<file path="src/rtl/opb_reg_pkg.sv">
// Shared definitions for the OPB register bank: bus widths, FSM states and
// the byte-enable merge / OPB bit-order helpers.
package opb_reg_pkg;

    localparam int OPB_AW = 32;
    localparam int OPB_DW = 32;

    typedef enum logic [1:0] {
        IDLE = 2'd0,
        ACK  = 2'd1,
        HOLD = 2'd2
    } opb_state_t;

    // be[b] qualifies little-endian byte b (bits 8b+7..8b)
    function automatic logic [31:0] be_merge(input logic [31:0] old_w,
                                             input logic [31:0] new_w,
                                             input logic [3:0]  be);
        logic [31:0] r;
        for (int b = 0; b < 4; b++) begin
            r[8*b +: 8] = be[b] ? new_w[8*b +: 8] : old_w[8*b +: 8];
        end
        return r;
    endfunction

    // OPB numbers bit 0 as the MSB; user logic sees bit 31 as the MSB
    function automatic logic [31:0] opb_to_le(input logic [0:31] d);
        logic [31:0] r;
        for (int i = 0; i < 32; i++) begin
            r[31-i] = d[i];
        end
        return r;
    endfunction

    function automatic logic [0:31] le_to_opb(input logic [31:0] d);
        logic [0:31] r;
        for (int i = 0; i < 32; i++) begin
            r[i] = d[31-i];
        end
        return r;
    endfunction

endpackage

</file>
<file path="src/rtl/opb_register_bank_ppc2simulink_word.sv">
// One 32-bit register with byte-enable write and an optional one-cycle
// update pulse (always on write, or only when the stored value changes).
module opb_reg_word
    import opb_reg_pkg::*;
#(
    parameter logic [31:0] P_RESET_VAL    = 32'h0000_0000,
    parameter int          P_HAS_PULSE    = 1,
    parameter int          P_PULSE_ALWAYS = 1
) (
    input  logic        i_clk,
    input  logic        i_srst,
    input  logic        i_we,
    input  logic [3:0]  i_be,
    input  logic [31:0] i_wdata,
    output logic [31:0] o_word,
    output logic        o_update
);

    logic [31:0] r_word;
    logic        r_upd;
    logic [31:0] w_next;

    assign w_next = be_merge(r_word, i_wdata, i_be);

    always_ff @(posedge i_clk) begin
        if (i_srst) begin
            r_word <= P_RESET_VAL;
            r_upd  <= 1'b0;
        end else begin
            r_upd <= (P_HAS_PULSE != 0) && i_we &&
                     ((P_PULSE_ALWAYS != 0) || (w_next != r_word));
            if (i_we) begin
                r_word <= w_next;
            end
        end
    end

    assign o_word   = r_word;
    assign o_update = r_upd;

endmodule

</file>
<file path="src/rtl/opb_register_bank_ppc2simulink.sv">
// OPB slave exposing C_NUM_REGS software-writable registers to fabric,
// with readback, update strobes and optional shadow/commit staging.
module opb_register_bank_ppc2simulink
    import opb_reg_pkg::*;
#(
    parameter logic [31:0] C_BASEADDR   = 32'h0000_0000,
    parameter logic [31:0] C_HIGHADDR   = 32'h0000_00FF,
    parameter int          C_OPB_AWIDTH = OPB_AW,
    parameter int          C_OPB_DWIDTH = OPB_DW,
    parameter int          C_NUM_REGS   = 4,
    parameter int          C_SHADOW     = 0,
    parameter logic [31:0] C_RESET_VAL  = 32'h0000_0000,
    parameter string       C_FAMILY     = "virtex5"
) (
    input  logic                      OPB_Clk,
    input  logic                      OPB_Rst,
    input  logic [0:C_OPB_AWIDTH-1]   OPB_ABus,
    input  logic [0:3]                OPB_BE,
    input  logic [0:C_OPB_DWIDTH-1]   OPB_DBus,
    input  logic                      OPB_RNW,
    input  logic                      OPB_select,
    input  logic                      OPB_seqAddr,
    output logic [0:31]               Sl_DBus,
    output logic                      Sl_errAck,
    output logic                      Sl_retry,
    output logic                      Sl_toutSup,
    output logic                      Sl_xferAck,
    output logic [32*C_NUM_REGS-1:0]  user_data_out,
    output logic [C_NUM_REGS-1:0]     user_update
);

    opb_state_t  r_state;
    logic        r_ack;
    logic [31:0] r_dbus;
    logic [29:0] r_off;
    logic        r_rnw;

    logic        w_hit;
    logic [29:0] w_off;
    logic [31:0] w_rdata;
    logic [31:0] w_wdata;
    logic [3:0]  w_be;
    logic        w_wr;
    logic        w_commit;

    logic [31:0] w_live   [C_NUM_REGS];
    logic [31:0] w_shadow [C_NUM_REGS];
    logic [C_NUM_REGS-1:0] w_live_upd;
    logic [C_NUM_REGS-1:0] w_shadow_upd;

    assign w_hit = OPB_select && (OPB_ABus >= C_BASEADDR) && (OPB_ABus <= C_HIGHADDR);
    assign w_off = 30'((OPB_ABus - C_BASEADDR) >> 2);

    // w_shadow mirrors the live word when staging is disabled
    always_comb begin
        w_rdata = '0;
        for (int k = 0; k < C_NUM_REGS; k++) begin
            if (w_off == 30'(k)) begin
                w_rdata = w_shadow[k];
            end
        end
    end

    always_ff @(posedge OPB_Clk) begin
        if (OPB_Rst) begin
            r_state <= IDLE;
            r_ack   <= 1'b0;
            r_dbus  <= '0;
            r_off   <= '0;
            r_rnw   <= 1'b0;
        end else begin
            r_ack  <= 1'b0;
            r_dbus <= '0;
            case (r_state)
                IDLE: begin
                    if (w_hit) begin
                        r_state <= ACK;
                        r_ack   <= 1'b1;
                        r_off   <= w_off;
                        r_rnw   <= OPB_RNW;
                        if (OPB_RNW) begin
                            r_dbus <= w_rdata;
                        end
                    end
                end
                ACK:     r_state <= HOLD;
                HOLD:    if (!OPB_select) r_state <= IDLE;
                default: r_state <= IDLE;
            endcase
        end
    end

    // Reset suppresses an ack already scheduled for the current cycle
    assign Sl_xferAck = r_ack && !OPB_Rst;
    assign Sl_DBus    = OPB_Rst ? '0 : le_to_opb(r_dbus);
    assign Sl_errAck  = 1'b0;
    assign Sl_retry   = 1'b0;
    assign Sl_toutSup = 1'b0;

    assign w_wdata  = opb_to_le(OPB_DBus);
    assign w_be     = {OPB_BE[0], OPB_BE[1], OPB_BE[2], OPB_BE[3]};
    assign w_wr     = (r_state == ACK) && !r_rnw;
    assign w_commit = w_wr && (r_off == 30'(C_NUM_REGS)) && (C_SHADOW != 0) && w_wdata[0];

    genvar gi;
    generate
        for (gi = 0; gi < C_NUM_REGS; gi++) begin : g_reg
            if (C_SHADOW != 0) begin : g_staged
                opb_reg_word #(
                    .P_RESET_VAL   (C_RESET_VAL),
                    .P_HAS_PULSE   (0),
                    .P_PULSE_ALWAYS(0)
                ) u_shadow (
                    .i_clk   (OPB_Clk),
                    .i_srst  (OPB_Rst),
                    .i_we    (w_wr && (r_off == 30'(gi))),
                    .i_be    (w_be),
                    .i_wdata (w_wdata),
                    .o_word  (w_shadow[gi]),
                    .o_update(w_shadow_upd[gi])
                );
                opb_reg_word #(
                    .P_RESET_VAL   (C_RESET_VAL),
                    .P_HAS_PULSE   (1),
                    .P_PULSE_ALWAYS(0)
                ) u_live (
                    .i_clk   (OPB_Clk),
                    .i_srst  (OPB_Rst),
                    .i_we    (w_commit),
                    .i_be    (4'hF),
                    .i_wdata (w_shadow[gi]),
                    .o_word  (w_live[gi]),
                    .o_update(w_live_upd[gi])
                );
            end else begin : g_direct
                opb_reg_word #(
                    .P_RESET_VAL   (C_RESET_VAL),
                    .P_HAS_PULSE   (1),
                    .P_PULSE_ALWAYS(1)
                ) u_live (
                    .i_clk   (OPB_Clk),
                    .i_srst  (OPB_Rst),
                    .i_we    (w_wr && (r_off == 30'(gi))),
                    .i_be    (w_be),
                    .i_wdata (w_wdata),
                    .o_word  (w_live[gi]),
                    .o_update(w_live_upd[gi])
                );
                assign w_shadow[gi]     = w_live[gi];
                assign w_shadow_upd[gi] = 1'b0;
            end
            assign user_data_out[32*gi +: 32] = w_live[gi];
        end
    endgenerate

    // Shadow words never pulse, so this is effectively the live strobes
    assign user_update = w_live_upd | w_shadow_upd;

endmodule

</file>
<file path="config.mk">
export PLATFORM = sky130hd
export DESIGN_NAME = opb_register_bank_ppc2simulink
export DESIGN_NICKNAME = d
export VERILOG_FILES = /design/src/rtl/opb_reg_pkg.sv /design/src/rtl/opb_register_bank_ppc2simulink_word.sv /design/src/rtl/opb_register_bank_ppc2simulink.sv
export SDC_FILE = /design/constraint.sdc
export NUM_CORES = 1
export LEC_CHECK = 0
export CORE_MARGIN = 1
export CORE_UTILIZATION = 43
export DETAILED_ROUTE_END_ITERATION = 10
export PLACE_DENSITY_LB_ADDON = 0.05
export SETUP_SLACK_MARGIN = 0.5
export SLEW_MARGIN = 10
export SYNTH_ARGS = -nofsm -noshare
export SYNTH_HDL_FRONTEND = slang
export SYNTH_SLANG_ARGS = --single-unit
</file>
<file path="constraint.sdc">
create_clock -name OPB_Clk -period 1.97 [get_ports OPB_Clk]
set_input_delay 0.4925 -clock OPB_Clk [delete_from_list [all_inputs] [get_ports OPB_Clk]]
set_output_delay 0.4925 -clock OPB_Clk [all_outputs]
set_load 0.005 [all_outputs]
</file>
== After elaboration in Yosys (flattened, before gate mapping) ==
Cells that the tools add are included.
Word-level totals
  bits in latches: 0
  memories: 0
  output and inout port bits: 168
  bits in writable memories: 0
  bits of input ports: 73
  bits in read-only memories: 0
  register bits: 198
Operators by class
  bitwise operators: 3
  reduce and logical (&&, ||, !) cells: 33
  multipliers: 0
  equal/unequal tests: 10
  shift-type cells: 0
  order comparisons: 2
  add/sub/neg operators: 0
  mux-type cells: 9
  divide/modulo/power cells: 0
Operator list (count)
  2-to-1 mux 32 bit: 5
  == test 30 x 2 -> 1 bit, second input constant: 4
  == test 30 x 1 -> 1 bit, second input constant: 2
  logical NOT 30 bit: 2
  AND reduction 2 bit: 18
  greater-or-equal comparator 32 x 1 -> 1 bit, second input constant: 1
  less-or-equal comparator 32 x 8 -> 1 bit, second input constant: 1
  logical AND 1 bit: 8
  case mux 2 bit (3 select lines): 1
  2-to-1 mux 2 bit: 2
  != test 2 bit, second input constant: 2
  OR reduction 4 bit: 1
  NOT 1 bit: 3
  == test 2 x 1 -> 1 bit, second input constant: 1
  == test 2 bit, second input constant: 1
  logical NOT 1 bit: 2
  logical NOT 2 bit: 1
  OR reduction 2 bit: 1
  2-to-1 mux 1 bit: 1

== Depth between registers and ports, before layout ==
  word-level depth: 5
  gate-level depth with buffers: 6

== Cells and area by module ==
A second synthesis with hierarchy kept.
Unflattened totals
  cell total of the unflattened synthesis: 863
  area total of the unflattened synthesis: 9556.7 µm²
Modules (own cells, without submodules)
  opb_reg_word: cells an instance 149, sequential area each 660.6 µm², times used 4, area an instance 1541.5 µm²
  opb_register_bank_ppc2simulink: cells an instance 267, sequential area each 1321.3 µm², times used 1, area an instance 3390.8 µm²

== Least setup slack after synthesis ==
OpenSTA, ideal clock, no wires.
  path type: input to register
  from: input OPB_ABus[23] (netlist name)
  to: register r_dbus[11]
  stages: 5
  setup time: 58 ps
  buffers on the path: 1
  arrival time: 2026 ps
  setup slack: -114 ps
  data required time: 1912 ps
  path through: nor4_1 -> nand4_2 -> or4_4 -> clkbuf_1 -> and2b_1
On the way
  cells in the longest elaborated chain, start to end: 5
  elaborated cells between the ends (all ways): 14
  classes of those cells: order compare (2); eq/ne (3); mux (4); bitwise (1); reduce/logical (4)
Ends and longest elaborated chain
  start: declaration: line opb_register_bank_ppc2simulink.sv:17  | input logic [0:C_OPB_AWIDTH-1] OPB_ABus,
  greater-or-equal comparator 32 x 1 -> 1 bit or logical NOT 30 bit (tied branches): line opb_register_bank_ppc2simulink.sv:51, opb_register_bank_ppc2simulink.sv:58
  logical AND 1 bit or 2-to-1 mux 32 bit (tied branches) (2 in a row): line opb_register_bank_ppc2simulink.sv:51, opb_register_bank_ppc2simulink.sv:58
  NOT 1 bit (no source line) or 2-to-1 mux 32 bit (tied branches)
  OR reduction 4 bit (no source line) or 2-to-1 mux 32 bit (tied branches)
  end signal: assignment: line opb_register_bank_ppc2simulink.sv:82  | r_dbus <= w_rdata;
  end: declaration: line opb_register_bank_ppc2simulink.sv:34  | logic [31:0] r_dbus;
Parallel ways exist; a longest one is shown, timed or not.
A chain may end at the register's enable or synchronous reset.

== Final worst setup path ==
  from: register r_state[0]
  to: register r_dbus[31]
On the way
  cells in the longest elaborated chain, start to end: 3
Ends and longest elaborated chain
  start: declaration: line opb_register_bank_ppc2simulink.sv:32  | opb_state_t r_state;
  start signal: assignment: line opb_register_bank_ppc2simulink.sv:66  | r_state <= IDLE;
  start signal: assignment: line opb_register_bank_ppc2simulink.sv:77  | r_state <= ACK;
  start signal: assignment: line opb_register_bank_ppc2simulink.sv:86  | ACK: r_state <= HOLD;
  logical NOT 2 bit: line opb_register_bank_ppc2simulink.sv:74  | case (r_state)
  NOT 1 bit (no source line)
  OR reduction 4 bit (no source line)
Every way passes these cells.

==> impl_metrics.json <==
{
  "drt.antenna.violating_nets": 0,
  "synthSimpleGateAreaFrac": 0.253,
  "multiInputGateArea_um2": 4820,
  "wl_mm": 27.0,
  "grt_usage": 0.252,
  "rsz0062_at_grt": "yes",
  "min_path_type": "reg2reg",
  "crit_family": "simple AND/OR/NAND/NOR gates",
  "port_buffers": 234,
  "max_cap_viol_count": 0,
  "ys_ff_latch": 198,
  "worst_slew_pin_slew_ns": 0.557,
  "die_h_um": 143,
  "die_width_um": 143,
  "required_ns": 2.34,
  "fin_skew_ns": 0.0125,
  "yosysUniqueCellTypes": 34,
  "final_cell_area_um2": 13400,
  "area_delta_synth_final_pct": 57.2,
  "cp_slowest_cell": "or4_4",
  "max_slew_margin": 0.629,
  "clk_latency_ns": 0.44,
  "status": "complete, no violations",
  "critPathArrivalTime_ns": 2.32,
  "finalHoldViolCount": 0,
  "route.detailed.drc": 0,
  "clk_pin_slew_ns": 0.07,
  "post-route-min-period_ns": 1.95,
  "path_max_fanout": 8,
  "antenna_cells": 0,
  "setup_viol_count_final": 0,
  "cts_tree": "done",
  "fillers": 1477,
  "post-dp-hpwl_mm": 16.3,
  "syn_inst": 768,
  "first_pass_iters": 5,
  "rows": 51,
  "grt_max_degree": 25,
  "antenna_found_initial": 0,
  "drive_gt1_frac": 0.498,
  "synth_top_family_by_area": "simple AND/OR/NAND/NOR gates",
  "crit_type": "reg2reg",
  "critPathCaptureType": "register",
  "dpl_cell_area_um2": 11500,
  "grt_pass1_vias": 7158,
  "slew_violations": 0,
  "cpPeakStageDelay_ns": 0.59,
  "clockRootBuffer": "clkbuf_16",
  "grt_remaining_overflow": 0,
  "syn_area_um2": 8530,
  "core_area_um2": 19500,
  "timing.critical_path.buf_inv": 2,
  "ctsHoldBuffers": 0,
  "clock_path_buffers": 2,
  "crit_chain": "nor4b_4 -> nand4_2 -> or4_4 -> buf_6 -> clkbuf_16 -> nor2b_1",
  "startpoint_type": "register",
  "io_pins": 241,
  "synth_mux_area_frac": 0.235,
  "post-route-period-util": 0.988,
  "finish.net_count": 1204,
  "ys_seq_area_frac": 0.464,
  "wl_per_cell_um": 19.2,
  "peakVddDrop_uv": 615,
  "pre_cts_ws_ns": -0.387,
  "power_density_nw_per_um2": 580,
  "die_area_um2": 20400,
  "synth_compound_area_frac": 0.00938,
  "synth-xor-area-share": 0,
  "layout_setup_ws_ns": 0.0245,
  "gp_congestion": 0.809,
  "drtIter0Drc": 318,
  "htreeDepth": 4,
  "vias_per_cell": 5.04,
  "avgSynthCellArea_um2": 11.1,
  "initial_core_util": 0.439,
  "regArea_um2": 4130,
  "numCtsBuffers": 17,
  "synthAdderAreaFrac": 0,
  "grt_pass1_wl_mm": 38.7,
  "p_leak_nw": 6.87,
  "vias": 7102,
  "timing.fmax_mhz": 514,
  "clkSinkCount": 198,
  "ys.warnings.count": 0
}
cells in the mapped netlist (all sizes together):
| master | n | area [um^2] |
|---|---|---|
| and4 | 2 | 18.8 |
| conb | 1 | 3.75 |
| nand4 | 6 | 43.8 |
| nand2b | 160 | 1000 |
| dfxtp | 198 | 3960 |
| or4 | 9 | 96.4 |
| nand3 | 14 | 70.1 |
| nor4b | 4 | 41.3 |
| nand3b | 2 | 15.0 |
| nor4 | 15 | 160 |
| clkbuf | 33 | 124 |
| and3 | 2 | 12.5 |
| nand2 | 13 | 48.8 |
| nor2b | 58 | 363 |
| nor4bb | 1 | 10.0 |
| o21ai | 7 | 35.0 |
| mux2i | 128 | 1280 |
| and2b | 8 | 60.1 |
| a21oi | 9 | 45.0 |
| buf | 28 | 204 |
| nor3 | 5 | 25.0 |
| and2 | 25 | 156 |
| nor2 | 7 | 26.3 |
| mux4 | 32 | 721 |
| or2b | 1 | 8.76 |
cell usage in the layout (no fill, tap or decap), types with 4 or more instances in the layout:
cell / n
a21oi_1: 7
a21oi_4: 4
and2_1: 19
and2_4: 5
and2b_1: 8
buf_12: 14
buf_16: 4
buf_2: 114
buf_4: 111
buf_6: 27
buf_8: 7
clkbuf_16: 20
clkbuf_2: 6
clkdlybuf4s50_1: 38
clkinvlp_4: 6
dfxtp_1: 66
dfxtp_2: 131
dlygate4sd2_1: 23
dlymetal6s2s_1: 46
inv_6: 4
mux2i_1: 124
mux2i_2: 4
mux4_2: 32
nand2_1: 12
nand2b_1: 160
nand3_1: 10
nand4_1: 5
nor2_1: 7
nor2b_1: 35
nor2b_4: 23
nor3_2: 4
nor4_4: 14
o21ai_2: 5
or4_4: 9
power by group:
part	leakage (nW)	internal, W	switching [W]
sequential	1.66	0.00400	0.0000000000169
combinational	4.97	0.000326	0.000243
clock	0.239	0.00163	0.00158
total	6.87	0.00595	0.00183
per-layer routing:
layer / track usage / part of all wire / vias to the layer above
li1: - / - / 3355
met1: 0.313 / 0.43 / 3479
met2: 0.433 / 0.50 / 227
met3: 0.0604 / 0.056 / 41
met4: 0.0719 / 0.019 / 0
met5: 0 / 0 / -
worst reg2reg max path, stage by stage (launching register included):
cell,delay (ns)
dfxtp_4,0.36
nor4b_4,0.32
nand4_2,0.16
or4_4,0.59
buf_6,0.16
clkbuf_16,0.17
nor2b_1,0.12
through the flow:
step	hold slack (ns)	utilization	setup TNS (ns)	cells	total power (W)
floorplan	0.431	-	0	770	0.00430
global placement	0.444	0.589	-19.20	1248	0.00452
detailed placement	0.451	0.589	-21.50	1248	0.00453
CTS	0.471	0.648	0	1377	0.00775
global route	0.480	0.689	-0.940	1408	0.00803
finish	0.470	0.689	0	1408	0.00778
final cells by class:
type	count	share of cell area
Clock buffer	19	0.0323
Clock inverter	12	0.00727
Multi-Input combinational cell	514	0.359
Sequential cell	198	0.308
Tap cell	265	0.0247
Timing Repair Buffer	400	0.269
worst paths after layout:
check                                              from                     end  slack [ns]  cells after the start
worst max-delay path            r_state[0]$_SDFFE_PP0P_   r_dbus[31]$_SDFF_PP0_        0.02                      6
worst min-delay path             r_off[15]$_SDFFE_PP0P_  r_off[15]$_SDFFE_PP0P_        0.47                      1
worst max register to register  r_state[0]$_SDFFE_PP0P_   r_dbus[31]$_SDFF_PP0_        0.02                      6
worst min register to register   r_off[15]$_SDFFE_PP0P_  r_off[15]$_SDFFE_PP0P_        0.47                      1
state kept, by name (all words and copies together), names as in the netlist:
signal / cells
r_off: 30
r_dbus: 32
g.g_direct.u_live.o_word: 128
r_ack: 1
r_rnw: 1
r_state: 2
g.g_direct.u_live.o_update: 4
cell families after synthesis:
kind of cell,count (synthesis)
other cells,1
flops,198
mux,160
buf+inv,61
simple gates,332
compound gates,16
what timing repair did:
action	in CTS	in global routing
pin swaps	22	22
setup endpoints to repair	360	289
hold endpoints to repair	0	0
gates cloned	6	6
buffers inserted	92	25
resized for setup	598	218
(Power assumes the default switching activity.)
==> patch (config.mk and constraints unchanged) <==
The parameter `C_NUM_REGS` goes from 4 to 16.
--- a/src/rtl/opb_register_bank_ppc2simulink.sv
+++ b/src/rtl/opb_register_bank_ppc2simulink.sv
@@ -7,7 +7,7 @@
     parameter logic [31:0] C_HIGHADDR   = 32'h0000_00FF,
     parameter int          C_OPB_AWIDTH = OPB_AW,
     parameter int          C_OPB_DWIDTH = OPB_DW,
-    parameter int          C_NUM_REGS   = 4,
+    parameter int          C_NUM_REGS   = 16,
     parameter int          C_SHADOW     = 0,
     parameter logic [31:0] C_RESET_VAL  = 32'h0000_0000,
     parameter string       C_FAMILY     = "virtex5"
Ports: changed (resized user_data_out and user_update); port bits go from 241 to 637. No check against the original RTL was run, so the function may have changed too.
==> patch against the unedited design <==
The run now ends with negative setup slack left. Fmax is 19% lower. Critical endpoint unchanged. Count of clock-buffer cells in the layout is 67 higher. Final cell count grew to 3.9 times the old value. Critical path type is now primary input to flop. Worst setup slack worse by 0.46 ns. Via count grew to 4.7 times the old value. Wire length grew to 5.5 times the old value. Sequential share of layout area is 2.9 points lower. Design area grew to 3.5 times the old value. First-iteration DRC count grew to 14 times the old value. Synthesized area grew to 3.0 times the old value. Sequential cell count is 396 higher. Power grew to 3.2 times the old value.
==> patch: results (changes against the unedited design) <==
- Final hold slack: 0.133 ns (-0.337 ns)
- Synth cell count leaders: 1,051 x nand2_1, 594 x dfxtp_1, 504 x a21oi_1
- Total CTS buffers: 61 (+44)
- Cell variety after synth: 75 (+120%)
- Final cell count without fillers: 5,438 (+290%)
- Crit path arrival time: 2.95 ns (+0.63 ns)
- First-pass GRT wire length: 209,000 um (+440%)
- Pre-CTS setup slack: -1.45 ns (-1.06 ns)
- Hold Crit Class: primary input to flop
- Worst clock skew: 0.0241 ns (+0.0116 ns)
- Final #Nets: 4,689 (+290%)
- WHS Path Cells: 3 (+2)
- Clk_lat worst skew: 0.66 ns (+0.22 ns)
- HPWL Detailed: 103,000 um (+530%)
- Worst IR Drop VDD: 0.000675 V (+9.8%)
- Worst slew pin tran: 0.953 ns (+0.396 ns)
- Final WS setup: -0.434 ns (-0.458 ns)
- Largest net degree at the start of global routing: 108 (+330%)
- Detailed Route Iter0 Violations: 4,560 (+1300%)
- Routed Wire Length: 149,000 um (+450%)
- Via density: 6.15 (+22%)
- FF-to-FF Start: r_off[6]
- Leak: 18.7 nW (+170%)
- Worst R2R End: g_reg[0].g_direct.u_live.o_word[21]
- DP Area: 0.0358 mm^2 (+210%)
- Synth area leaders: dfxtp_1 47%, nand2_1 15%, a21oi_1 9.9%, clkbuf_1 3.5%, mux2i_1 3.2%
- Failing checks: negative setup slack
- CTS Buffer Depth: 3 (+1)
- Synth Instances: 3,302 (+330%)
- 1st-pass router iterations: 7 (+2)
- # setup viols final: 704 (+704)
- Hold wc startpoint: OPB_ABus[24]
- Share of layout cells above drive strength 1: 55.0% (+5.3 points)
- GRT Total Usage: 46.6% (+21 points)
- R2R depth: 9 (+3)
- Antenna violations before repair: 4 (+4)
- R2R Setup Slk: -0.37 ns (-0.39 ns)
- Status: finished, violations left
- Placed Cells: 4,852 (+290%)
- Fillcell total: 3,815 (+160%)
-- patch: cell types whose count changed after synthesis, moves of 154 or more --
cell      before   now
nor2_1         7   163
dfxtp_1      198   594
nand2_1       13  1051
a21oi_1        9   504
nand2b_1     160     6
clkbuf_1      33   239
-- patch: worst max-delay path by stage --
stage / start / slack [ns] / cells past startpoint / to
final: OPB_ABus[20] / -0.43 / 15 / r_dbus[31]
after global routing: OPB_ABus[20] / -0.49 / 15 / r_dbus[31]
after global placement: OPB_ABus[21] / -1.39 / 12 / r_dbus[12]
after CTS: OPB_ABus[18] / -0.32 / 12 / r_dbus[30]
after detailed placement: OPB_ABus[21] / -1.45 / 11 / r_dbus[30]
after floorplan: OPB_ABus[6] / -0.45 / 8 / r_dbus[18]
-- patch: through the flow --
step	TNS, ns	util (%)
floorplan	-26.09	-
global placement	-201.08	60.8
detailed placement	-228.60	60.8
CTS	-98.15	76.6
global route	-178.39	78.9
finish	-126.01	79.0
-- patch: worst max-delay path: stages --
cell,delay (ns)
buf_6,0.09
nor4_4,0.37
buf_6,0.19
buf_12,0.12
buf_12,0.09
nand3_4,0.11
buf_12,0.18
nor2_4,0.15
buf_6,0.12
buf_6,0.10
nand2_2,0.04
a222oi_1,0.44
o21ai_1,0.15
buf_4,0.17
o2bb2ai_2,0.10
-- patch: report_power, final --
part / internal, mW / switching (mW) / leakage (nW) / total (mW)
sequential: 11.7 / 0.0000000189 / 5.06 / 11.7
combinational: 0.419 / 0.974 / 12.7 / 1.39
clock: 6.91 / 5.20 / 0.988 / 12.1
total: 19.0 / 6.17 / 18.7 / 25.2
-- patch: cell families (layout without fill, tap and decap cells) --
group                  Yosys count  after routing  synth area share, %
multiplexers                    88             88                 3.52
AO/OA/AOI/OAI                  832            832                 19.7
flip-flops                     594            594                 46.5
buffers and inverters          303           1661                 4.92
AND/OR/NAND/NOR               1484           1484                 25.3
other                            1              6               0.0147
-- patch: per-layer routing --
metal,up-vias,share of wire [%],global-route usage (%)
met5,-,0,0
met1,15822,36,57.3
met3,819,13,12.7
met4,0,8.6,31.2
li1,13958,-,-
met2,2824,43,71.1
-- patch: repair_timing --
item	4_1_cts	5_1_grt
hold endpoints to repair	0	0
cloned	10	0
pin swaps	320	142
buffers inserted	424	40
endpoints found under the setup margin	1154	1154
gates resized for setup	3403	273
-- patch: layout make-up --
cell class / count / area share, %
repair buffers: 1546 / 31.6
well taps: 773 / 2.08
clock buffers: 86 / 3.74
diodes: 3 / 0.0161
inverters: 6 / 0.0484
clock inverters: 23 / 0.630
flip-flops and latches: 594 / 27.9
multi-input cells: 2407 / 34.0
